**config.mk**
```make
export PLATFORM = sky130hd
export DESIGN_NAME = axi_read_burst_issuer_flat
export DESIGN_NICKNAME = d
export VERILOG_FILES = /design/src/rtl/axi_read_burst_issuer_pkg.sv /design/src/rtl/axi_read_burst_issuer_if.sv /design/src/rtl/axi_read_burst_issuer_frame_addr_tracker.sv /design/src/rtl/axi_read_burst_issuer.sv /design/src/flat_wrapper.sv
export SDC_FILE = /design/constraint.sdc
export NUM_CORES = 1
export LEC_CHECK = 0
export CAP_MARGIN = 20
export CORE_AREA = 2 2 231 233
export CTS_BUF_LIST = sky130_fd_sc_hd__clkbuf_4 sky130_fd_sc_hd__clkbuf_8
export DETAILED_ROUTE_END_ITERATION = 10
export DIE_AREA = 0 0 233 235
export PLACE_DENSITY = 0.46
export SYNTH_ARGS = -nofsm -noshare
export SYNTH_HDL_FRONTEND = slang
export SYNTH_SLANG_ARGS = --single-unit
```
**constraint.sdc**
```tcl
create_clock -name clock -period 5.2 [get_ports clock]
set_input_delay 1.04 -clock clock [delete_from_list [all_inputs] [get_ports clock]]
set_output_delay 1.04 -clock clock [all_outputs]
set_load 0.01 [all_outputs]
```
**src/rtl/axi_read_burst_issuer_pkg.sv**
```systemverilog
// Shared encodings for the read burst issuer: FSM states and AXI burst/size/resp codes.
package axi_read_burst_issuer_pkg;

  localparam logic [1:0] ST_IDLE = 2'd0;
  localparam logic [1:0] ST_ADDR = 2'd1;
  localparam logic [1:0] ST_DATA = 2'd2;
  localparam logic [1:0] ST_FSH  = 2'd3;

  localparam logic [1:0] AXI_BURST_INCR  = 2'b01;
  localparam logic [1:0] AXI_RESP_OKAY   = 2'b00;
  localparam logic [1:0] AXI_RESP_SLVERR = 2'b10;

  function automatic logic [2:0] axi_size(input int bytes);
    return 3'($clog2(bytes));
  endfunction

endpackage

```
**src/rtl/axi_read_burst_issuer_if.sv**
```systemverilog
// AXI4 read address + read data channels between the issuer (master) and memory (slave).
interface axi_read_burst_issuer_if #(
  parameter int ASIZE = 32,
  parameter int DSIZE = 256
);
  logic [ASIZE-1:0] axi_araddr;
  logic [7:0]       axi_arlen;
  logic [2:0]       axi_arsize;
  logic [1:0]       axi_arburst;
  logic             axi_arvalid;
  logic             axi_arready;
  logic [DSIZE-1:0] axi_rdata;
  logic [1:0]       axi_rresp;
  logic             axi_rlast;
  logic             axi_rvalid;
  logic             axi_rready;

  modport master (
    output axi_araddr, axi_arlen, axi_arsize, axi_arburst, axi_arvalid, axi_rready,
    input  axi_arready, axi_rdata, axi_rresp, axi_rlast, axi_rvalid
  );

  modport slave (
    input  axi_araddr, axi_arlen, axi_arsize, axi_arburst, axi_arvalid, axi_rready,
    output axi_arready, axi_rdata, axi_rresp, axi_rlast, axi_rvalid
  );
endinterface

```
**src/rtl/axi_read_burst_issuer_frame_addr_tracker.sv**
```systemverilog
// Frame read pointer and remaining-beat count; wraps at end of frame and reports the tail size.
module frame_addr_tracker #(
  parameter int               ASIZE       = 32,
  parameter int               LSIZE       = 9,
  parameter int               BYTES       = 32,
  parameter int               BURST_LEN   = 200,
  parameter int               FRAME_BEATS = 8100,
  parameter logic [ASIZE-1:0] BASE_ADDR   = '0
) (
  input  logic             clock,
  input  logic             rst,
  input  logic             frame_start,
  input  logic             idle,
  input  logic             fsh,
  input  logic             consume,
  input  logic [LSIZE-1:0] len,
  output logic [ASIZE-1:0] pointer,
  output logic             tail_status,
  output logic [LSIZE-1:0] tail_len
);

  localparam int RW  = $clog2(FRAME_BEATS + 1);
  localparam int BW  = $clog2(BURST_LEN + 1);
  localparam int CW0 = (RW > LSIZE) ? RW : LSIZE;
  localparam int CW  = (CW0 > BW) ? CW0 : BW;

  localparam logic [CW-1:0] FRAME_C = CW'(FRAME_BEATS);
  localparam logic [CW-1:0] BURST_C = CW'(BURST_LEN);

  logic [RW-1:0]    remaining;
  logic             pending;
  logic             restart;
  logic [CW-1:0]    rem_sub, rem_next;
  logic [ASIZE-1:0] ptr_next;
  logic             tail_next;

  // A frame_start seen mid-burst waits until the burst retires so the burst keeps its address.
  assign restart = (idle & frame_start) | (fsh & (pending | frame_start));

  always_comb begin
    rem_sub  = CW'(remaining) - CW'(len);
    ptr_next = pointer;
    rem_next = CW'(remaining);
    if (restart) begin
      ptr_next = BASE_ADDR;
      rem_next = FRAME_C;
    end else if (consume) begin
      if (rem_sub == '0) begin
        ptr_next = BASE_ADDR;
        rem_next = FRAME_C;
      end else begin
        ptr_next = pointer + ASIZE'(len) * ASIZE'(BYTES);
        rem_next = rem_sub;
      end
    end
  end

  assign tail_next = (rem_next < BURST_C);

  always_ff @(posedge clock) begin
    if (rst) begin
      pointer     <= BASE_ADDR;
      remaining   <= RW'(FRAME_BEATS);
      pending     <= 1'b0;
      tail_status <= (FRAME_C < BURST_C);
      tail_len    <= (FRAME_C < BURST_C) ? LSIZE'(FRAME_C) : '0;
    end else begin
      pointer     <= ptr_next;
      remaining   <= RW'(rem_next);
      tail_status <= tail_next;
      tail_len    <= tail_next ? LSIZE'(rem_next) : '0;
      if (restart)          pending <= 1'b0;
      else if (frame_start) pending <= 1'b1;
    end
  end

endmodule

```
**src/rtl/axi_read_burst_issuer.sv**
```systemverilog
// Read-side AXI4 master: one AR burst per controller request, R beats streamed into the read FIFO.
module axi_read_burst_issuer
  import axi_read_burst_issuer_pkg::*;
#(
  parameter int               ASIZE       = 32,
  parameter int               DSIZE       = 256,
  parameter int               LSIZE       = 9,
  parameter int               BURST_LEN   = 200,
  parameter int               FRAME_BEATS = 8100,
  parameter logic [ASIZE-1:0] BASE_ADDR   = '0
) (
  input  logic                  clock,
  input  logic                  rst,
  input  logic                  frame_start,
  input  logic                  burst_req,
  input  logic                  tail_req,
  input  logic [LSIZE-1:0]      req_len,
  output logic                  resp,
  output logic                  done,
  output logic                  tail_status,
  output logic [LSIZE-1:0]      tail_len,
  axi_read_burst_issuer_if.master axi,
  output logic                  fifo_wr_en,
  output logic [DSIZE-1:0]      fifo_wdata,
  input  logic                  fifo_full,
  output logic                  err
);

  localparam int BYTES = DSIZE / 8;

  logic [1:0]       cstate;
  logic [LSIZE-1:0] len;
  logic [ASIZE-1:0] araddr;
  logic [ASIZE-1:0] pointer;
  logic [LSIZE:0]   cnt, beat_n;
  logic             req, accept, ar_hs, beat, last_exp, rready;

  assign req      = burst_req | tail_req;
  // frame_start wins over a coincident request; the request is taken next cycle at BASE_ADDR.
  assign accept   = (cstate == ST_IDLE) && req && !frame_start;
  assign ar_hs    = (cstate == ST_ADDR) && axi.axi_arready;
  assign rready   = (cstate == ST_DATA) && !fifo_full;
  assign beat     = rready && axi.axi_rvalid;
  assign beat_n   = cnt + 1'b1;
  assign last_exp = (beat_n == {1'b0, len});

  assign axi.axi_araddr  = araddr;
  assign axi.axi_arlen   = 8'(len - 1'b1);
  assign axi.axi_arsize  = axi_size(BYTES);
  assign axi.axi_arburst = AXI_BURST_INCR;
  assign axi.axi_arvalid = (cstate == ST_ADDR);
  assign axi.axi_rready  = rready;

  assign fifo_wr_en = beat;
  assign fifo_wdata = axi.axi_rdata;
  assign done       = (cstate == ST_FSH);

  always_ff @(posedge clock) begin
    if (rst) begin
      cstate <= ST_IDLE;
      len    <= '0;
      araddr <= '0;
      cnt    <= '0;
      resp   <= 1'b0;
      err    <= 1'b0;
    end else begin
      resp <= 1'b0;
      case (cstate)
        ST_IDLE: if (accept) begin
          len    <= req_len;
          araddr <= pointer;
          cnt    <= '0;
          if (req_len == '0) begin
            cstate <= ST_FSH;
            resp   <= 1'b1;
          end else begin
            cstate <= ST_ADDR;
          end
        end
        ST_ADDR: if (ar_hs) begin
          resp   <= 1'b1;
          cstate <= ST_DATA;
        end
        ST_DATA: if (beat) begin
          cnt <= beat_n;
          // rlast early, missing at beat len, or a non-OKAY beat all flag err; the burst still drains.
          if ((axi.axi_rresp != AXI_RESP_OKAY) || (axi.axi_rlast != last_exp)) err <= 1'b1;
          if (axi.axi_rlast) cstate <= ST_FSH;
        end
        default: cstate <= ST_IDLE;
      endcase
    end
  end

  frame_addr_tracker #(
    .ASIZE      (ASIZE),
    .LSIZE      (LSIZE),
    .BYTES      (BYTES),
    .BURST_LEN  (BURST_LEN),
    .FRAME_BEATS(FRAME_BEATS),
    .BASE_ADDR  (BASE_ADDR)
  ) u_tracker (
    .clock      (clock),
    .rst        (rst),
    .frame_start(frame_start),
    .idle       (cstate == ST_IDLE),
    .fsh        (cstate == ST_FSH),
    .consume    (ar_hs),
    .len        (len),
    .pointer    (pointer),
    .tail_status(tail_status),
    .tail_len   (tail_len)
  );

endmodule

```
**src/flat_wrapper.sv**
```systemverilog
// flat-port wrapper written by rule: the top's interface ports become plain ports
module axi_read_burst_issuer_flat import axi_read_burst_issuer_pkg::*;
#(
  parameter int               ASIZE       = 32,
  parameter int               DSIZE       = 256,
  parameter int               LSIZE       = 9,
  parameter int               BURST_LEN   = 200,
  parameter int               FRAME_BEATS = 8100,
  parameter logic [ASIZE-1:0] BASE_ADDR   = '0
)
  (clock, rst, frame_start, burst_req, tail_req, req_len, resp, done, tail_status, tail_len, fifo_wr_en, fifo_wdata, fifo_full, err, axi_axi_araddr, axi_axi_arlen, axi_axi_arsize, axi_axi_arburst, axi_axi_arvalid, axi_axi_rready, axi_axi_arready, axi_axi_rdata, axi_axi_rresp, axi_axi_rlast, axi_axi_rvalid);
  axi_read_burst_issuer_if #(.ASIZE(ASIZE), .DSIZE(DSIZE)) axi_i ();
  input  logic clock;
  input  logic rst;
  input  logic frame_start;
  input  logic burst_req;
  input  logic tail_req;
  input  logic [LSIZE-1:0] req_len;
  output logic resp;
  output logic done;
  output logic tail_status;
  output logic [LSIZE-1:0] tail_len;
  output logic fifo_wr_en;
  output logic [DSIZE-1:0] fifo_wdata;
  input  logic fifo_full;
  output logic err;
  output wire logic [$bits(axi_i.axi_araddr)-1:0] axi_axi_araddr;
  output wire logic [$bits(axi_i.axi_arlen)-1:0] axi_axi_arlen;
  output wire logic [$bits(axi_i.axi_arsize)-1:0] axi_axi_arsize;
  output wire logic [$bits(axi_i.axi_arburst)-1:0] axi_axi_arburst;
  output wire logic [$bits(axi_i.axi_arvalid)-1:0] axi_axi_arvalid;
  output wire logic [$bits(axi_i.axi_rready)-1:0] axi_axi_rready;
  input wire logic [$bits(axi_i.axi_arready)-1:0] axi_axi_arready;
  input wire logic [$bits(axi_i.axi_rdata)-1:0] axi_axi_rdata;
  input wire logic [$bits(axi_i.axi_rresp)-1:0] axi_axi_rresp;
  input wire logic [$bits(axi_i.axi_rlast)-1:0] axi_axi_rlast;
  input wire logic [$bits(axi_i.axi_rvalid)-1:0] axi_axi_rvalid;
  assign axi_axi_araddr = axi_i.axi_araddr;
  assign axi_axi_arlen = axi_i.axi_arlen;
  assign axi_axi_arsize = axi_i.axi_arsize;
  assign axi_axi_arburst = axi_i.axi_arburst;
  assign axi_axi_arvalid = axi_i.axi_arvalid;
  assign axi_axi_rready = axi_i.axi_rready;
  assign axi_i.axi_arready = axi_axi_arready;
  assign axi_i.axi_rdata = axi_axi_rdata;
  assign axi_i.axi_rresp = axi_axi_rresp;
  assign axi_i.axi_rlast = axi_axi_rlast;
  assign axi_i.axi_rvalid = axi_axi_rvalid;
  axi_read_burst_issuer #(.ASIZE(ASIZE), .DSIZE(DSIZE), .LSIZE(LSIZE), .BURST_LEN(BURST_LEN), .FRAME_BEATS(FRAME_BEATS), .BASE_ADDR(BASE_ADDR)) u_core (.clock(clock), .rst(rst), .frame_start(frame_start), .burst_req(burst_req), .tail_req(tail_req), .req_len(req_len), .resp(resp), .done(done), .tail_status(tail_status), .tail_len(tail_len), .axi(axi_i), .fifo_wr_en(fifo_wr_en), .fifo_wdata(fifo_wdata), .fifo_full(fifo_full), .err(err));
endmodule
```
# [Yosys cells after proc, flatten, opt, wreduce, memory -nomap -nowiden]
# Index checks and enable logic that the tools add are counted.
# W data, S select, Z words.
[totals] in_bits=276 ff_bits=111 output_inout_bits=317 wordCells=67
[classes] order_cmp=1 reduce_logical=19 n_mux=17 n_bitwise=6 eq_ne=9 addsub=4
[op_table] cell="$mux W13" count=3
[op_table] cell="$add A32 B14 Y32" count=1
[op_table] cell="$mux W32" count=1
[op_table] cell="$mux W10" count=2
[op_table] cell="$pmux W10 S2" count=1
[op_table] cell="$logic_not A13 Y1" count=1
[op_table] cell="$lt A13 B8 Y1 const B" count=1
[op_table] cell="$sub A13 B9 Y13" count=1
[op_table] cell="$add A10 B1 Y10 const B" count=1
[op_table] cell="$eq A10 B9 Y1" count=1
[op_table] cell="$mux W2" count=5
[op_table] cell="$logic_not A9 Y1" count=1
[op_table] cell="$sub A8 B1 Y8 const B" count=1
[op_table] cell="$pmux W2 S3" count=1
[op_table] cell="$reduce_and A3 Y1" count=2
[op_table] cell="$logic_and A1 B1 Y1" count=5
[op_table] cell="$eq A2 B2 Y1 const B" count=2
[op_table] cell="$ne A2 B1 Y1 const B" count=2
[op_table] cell="$ne A2 B2 Y1 const B" count=2
[op_table] cell="$reduce_and A4 Y1" count=1
[op_table] cell="$reduce_bool A2 Y1" count=2
[op_table] cell="$reduce_or A2 Y1" count=2
[op_table] cell="$mux W1" count=3
[op_table] cell="$or A1 B1 Y1" count=3
[op_table] cell="9 further kinds" count=11

# [Logic depth before layout (Yosys ltp)]
[logic_depth] word_depth=8 depth_mapped=13 depth_no_buf=11

# [Modules after synthesis]
# A second synthesis with hierarchy kept.
[hier_totals] hier_cells=974 area_unflattened_um2=7682.4
[modules_own_cells] module="axi_read_burst_issuer" seq_area_each_um2=1101.1 area_per_inst_um2=4570.6 cells_each=604 n_inst=1
[modules_own_cells] module="frame_addr_tracker" seq_area_each_um2=1021.0 area_per_inst_um2=3111.7 cells_each=370 n_inst=1

# [Worst setup path after synthesis]
# OpenSTA, ideal clock, no wires.
[synth_path] path_type="register -> register" startpoint="register u_core.len[4]" endpoint="register u_core.u_tracker.pointer[22]" t_arrival_ns=3.262 setup_slack_ns=1.824 required_ns=5.086 path_buffers=3 path_stages_with_launch=14 setup_time_ns=0.114 synth_period_minus_slack_ns=3.376 cell_sequence="dfxtp_1 -> clkbuf_1 -> inv_1 -> ha_1 -> a21o_1 -> a31o_1 -> or3_1 -> a211o_1 -> nand4b_4 -> or4_1 -> buf_6 -> o21ai_4 -> buf_6 -> nor2_1"
[synth_between] elab_chain_cells=3 word_cells_on_any_way=4 classes_between="add/sub (2); mux (1); reduce/logical (1)"
[synth_lines] element="start, declared" line="axi_read_burst_issuer.sv:32" source="logic [LSIZE-1:0] len;"
[synth_lines] element="start signal, assigned" line="axi_read_burst_issuer.sv:70" source="len <= req_len;"
[synth_lines] element="$sub A13 B9 Y13" line="axi_read_burst_issuer_frame_addr_tracker.sv:41" source="rem_sub = CW'(remaining) - CW'(len);"
[synth_lines] element="$logic_not A13 Y1" line="axi_read_burst_issuer_frame_addr_tracker.sv:48" source="if (rem_sub == '0) begin"
[synth_lines] element="$mux W32 (*)" line="axi_read_burst_issuer_frame_addr_tracker.sv:48"
[synth_lines] element="end signal, assigned" line="axi_read_burst_issuer_frame_addr_tracker.sv:68" source="pointer <= ptr_next;"
[synth_lines] element="end, declared" line="axi_read_burst_issuer_frame_addr_tracker.sv:17" source="output logic [ASIZE-1:0] pointer,"
# Mark *: on every way between the ends. The rest lies on a longest branch, timed or not.
# A chain may end at the register's enable or synchronous reset.

# [Final worst setup path]
[layout_path] startpoint="register u_core.len[1]" endpoint="register u_core.u_tracker.pointer[14]"
# The elaborated chain is that of the path after synthesis.

==> results_dict.tcl <==
set metrics [dict create \
    outcome "finished clean" \
    crit_path_max_incr_delay_ps 760 \
    max-clock-path-buffers 2 \
    crit_path_cell_trace "inv_1 > ha_1 > nor2b_1 > o2111a_1 > o21ai_0 > a31oi_1 > mux2i_1 > or4_1 > o21ai_4 > nor2_1" \
    antenna_found_initial 1 \
    global_route_wire_length_before_repair_mm 32.9 \
    max-vdd-ir-drop_v 0.000124 \
    die_x_um 233 \
    synth_adder_area_share 0.0457 \
    dr_total_vias 5309 \
    seq_area_sq_um 2020 \
    routed_via_density 3.70 \
    num-nets-final 1046 \
    worst-slew-pin-transition_ps 904 \
    placement_rows 84 \
    drv.max_cap_violation_count 0 \
    timing.hold.ws_ps 462 \
    post_synth_main_area_contributors "sky130_fd_sc_hd__dfxtp_1 (27%), sky130_fd_sc_hd__buf_4 (27%), sky130_fd_sc_hd__nand2_1 (5.2%)" \
    min_path_type "flop to flop" \
    power.static_leakage_uw 0.00231 \
    i_o_pin_count 593 \
    synth_area_sq_um 7450 \
    critPathMaxFanout 24 \
    commonest_cells_post_synth "sky130_fd_sc_hd__buf_4 (266), sky130_fd_sc_hd__nand2_1 (104), sky130_fd_sc_hd__dfxtp_1 (101), sky130_fd_sc_hd__nor2_1 (83), sky130_fd_sc_hd__a21oi_1 (73)" \
    initial_core_util 0.143 \
    power_frac_seq 0.390 \
    pre_antenna_drt_iters 5 \
    wl_met1_mm 9.11 \
    finClkSkew_ps 13.1 \
    max_slew_margin 0.395 \
    synth_xor_xnor_area_share 0.0553 \
    detail_route.wl_per_cell_um 15.8 \
    insertion_delay_ps 380 \
    routed-wl-met3_mm 2.46 \
    power.share.combinational 0.345 \
    largest_family_of_logic_cells_by_synthesized_area "buffers and inverters" \
    cp-end-kind "flop" \
    max_clock_freq_mhz 246 \
    multi_input_logic_area_sq_um 3230 \
    area_delta_synth_final_pct -4.07 \
    grt_setup_unrepaired "no" \
    cts-buffers-inserted 9 \
    final-setup-viol-count 0 \
    synth-async-reset-ratio 0 \
    hold_viol 0 \
    hold_buffers 0 \
    mux_share_of_post_synthesis_cell_area 0.00672 \
    synth-edff-count 0 \
    utilization_after_layout 0.137 \
    maxUsedRoutingLayer "met5" \
    chip_height_um 235 \
    slowest_cp_cell "sky130_fd_sc_hd__or4_1" \
    first_global_vias 5229 \
    grt_max_degree 52 \
    finalWeightedCongestion 0.783 \
    grt_usage 0.0792 \
    final_max_slew_viol_count 0 \
    netlist.top_cell.by_area "sky130_fd_sc_hd__dfxtp_1" \
    synth_flop_cell "sky130_fd_sc_hd__dfxtp_1" \
    route.antenna.remaining_nets 0 \
    num_antenna_cells 0 \
    p_sw_frac 0.373 \
    port-buffer-count 70 \
    met2RoutedLength_mm 9.93 \
    post_cts.resized_instances 0 \
    timing.critical_path.buf_inv 1 \
    layout_worst_path_cycle_share 0.783 \
    post_synth_num_cell_types 69 \
    path_clk_slew_ps 100 \
    fillerInstances 5957 \
    min_tclk_post_route_ps 4070 \
    hpwlAfterDp_mm 18.0 \
    cellPowerDensity_nw_per_um2 301 \
    grt_residual_overflow 0 \
    die-area_sq_um 54800 \
    ys_warn_count 0 \
    post_synth_and_or_nand_nor_area_fraction 0.186 \
    cts_num_sinks 101 \
    detailedRoute.firstIterationViolations 223 \
    setup_tns_ps 0 \
    cell_internal_pwr_uw 1350 \
    core_region_area_sq_um 52200 \
    power.share.clock 0.265 \
    drive_above_1_share 0.0535 \
    criticalPathCategory "flop to flop" \
    cts-root-buf "sky130_fd_sc_hd__clkbuf_8" \
    tritoncts "done" \
    netlist_instances 947 \
    cts-htree-levels 3 \
    drc_violation_count_after_routing 0 \
    power_switching_uw 801 \
    postSynthAreaPerCell_sq_um 7.86 \
    timing.critical_path.from_type "flop" \
    synth-seq-cells 101 \
    worst-endpoint-arrival_ps 4320 \
    synth_sequential_area_ratio 0.272 \
    synth-compound-area-share 0.135 \
    yosys.area.top_type_share 0.272 \
    postCtsSetupBuffers 0 \
    cp.required_ps 5450 \
    synth.most_common_cell "sky130_fd_sc_hd__buf_4" \
    kind_of_cell_adding_the_most_delay_to_the_critical_path "compound AO/OA/AOI/OAI gates" \
    wire_length_after_detailed_routing_mm 22.7 \
]
## cells in the final DEF, fill, tap and decap left out, types with 3 or more instances in the layout
cell                                n
sky130_fd_sc_hd__nand2b_1           9
sky130_fd_sc_hd__nor4_1            13
sky130_fd_sc_hd__xor2_1            22
sky130_fd_sc_hd__conb_1            11
sky130_fd_sc_hd__o31ai_1            4
sky130_fd_sc_hd__a211oi_1           5
sky130_fd_sc_hd__nor2_1            83
sky130_fd_sc_hd__o21a_1             4
sky130_fd_sc_hd__o21ai_0           17
sky130_fd_sc_hd__mux2i_1            5
sky130_fd_sc_hd__or3_1              6
sky130_fd_sc_hd__and2_1             5
sky130_fd_sc_hd__buf_4              4
sky130_fd_sc_hd__a211o_1            3
sky130_fd_sc_hd__nand3_1           17
sky130_fd_sc_hd__and3_1             9
sky130_fd_sc_hd__nor2_2             3
sky130_fd_sc_hd__inv_1             23
sky130_fd_sc_hd__nor3_1            12
sky130_fd_sc_hd__ha_1              24
sky130_fd_sc_hd__xnor2_1           25
sky130_fd_sc_hd__and4_1             3
sky130_fd_sc_hd__clkdlybuf4s50_1   69
sky130_fd_sc_hd__a21oi_1           73
sky130_fd_sc_hd__o22ai_1            3
sky130_fd_sc_hd__or2_2              4
sky130_fd_sc_hd__clkbuf_8           9
sky130_fd_sc_hd__a21o_1             7
sky130_fd_sc_hd__nand2_1          104
sky130_fd_sc_hd__nor2b_1            4
sky130_fd_sc_hd__a2111oi_0          3
sky130_fd_sc_hd__dfxtp_1          101
sky130_fd_sc_hd__nand3b_1           5
sky130_fd_sc_hd__o211ai_1           5
sky130_fd_sc_hd__nand4_1            4
## per-stage QoR
step	power, uW	cells	worst slack (ps)	cell area (sq um)
global placement	1600	1420	1260	6920
global route	2280	1436	822	7140
finish	2150	1436	1130	7140
floorplan	1540	956	1820	7480
detailed placement	1610	1421	1200	6930
CTS	2180	1436	1180	7140
## routing by layer
layer,vias to the layer above,track usage
met3,93,0.0373
met1,2453,0.0899
met2,279,0.122
li1,2482,-
met5,-,0.00179
met4,2,0.0434
## final cells by class
| cell class | count | share of cell area |
|---|---|---|
| clock inverters | 5 | 0.0117 |
| flip-flops and latches | 101 | 0.283 |
| well taps | 688 | 0.121 |
| repair buffers | 75 | 0.102 |
| multi-input cells | 534 | 0.452 |
| inverters | 23 | 0.0121 |
| clock buffers | 10 | 0.0184 |
## power groups by stage
stage | registers, uW | clock network [uW] | logic [uW]
global route | 844 | 615 | 824
floorplan | 841 | 0 | 699
CTS | 839 | 593 | 752
detailed placement | 857 | 0 | 750
global placement | 855 | 0 | 745
finish | 838 | 568 | 741
## registers in the layout, summed over array words and instances (netlist names)
register and cells:
u_core.axi.axi_araddr 27, u_core.u_tracker.remaining 13, u_core.cstate 2, u_core.u_tracker.pending 1, u_core.u_tracker.pointer 27, u_core.u_tracker.tail_len 9, u_core.err 1, u_core.u_tracker.tail_status 1
u_core.resp 1, u_core.cnt 10, u_core.len 9
## path summary, 6_finish.rpt
kind | start | to | slack [ps] | cells after the start
setup / recovery | u_core.len[1]$_SDFFE_PP0P_ | u_core.u_tracker.pointer[14]$_SDFFE_PP0P_ | 1130 | 10
hold / removal | u_core.axi.axi_araddr[14]$_SDFFE_PP0P_ | u_core.axi.axi_araddr[14]$_SDFFE_PP0P_ | 460 | 2
setup reg to reg | u_core.len[1]$_SDFFE_PP0P_ | u_core.u_tracker.pointer[14]$_SDFFE_PP0P_ | 1130 | 10
hold reg to reg | u_core.axi.axi_araddr[14]$_SDFFE_PP0P_ | u_core.axi.axi_araddr[14]$_SDFFE_PP0P_ | 460 | 2
## worst min-delay path, delay by kind of cell, from the launching register on
kind,cells,cell delay [ps]
AOI/OAI and AO/OA,1,50
and+or+nand+nor,1,50
DFF,1,320
## cell families after synthesis
family | count (synthesis)
adder cells (fa/ha/maj) | 26
other | 2
XOR/XNOR | 47
buffers and inverters | 321
flip-flops | 101
AO/OA/AOI/OAI | 154
AND/OR/NAND/NOR | 291
multiplexers | 5
Note: power is estimated with default switching activity, not from simulation.
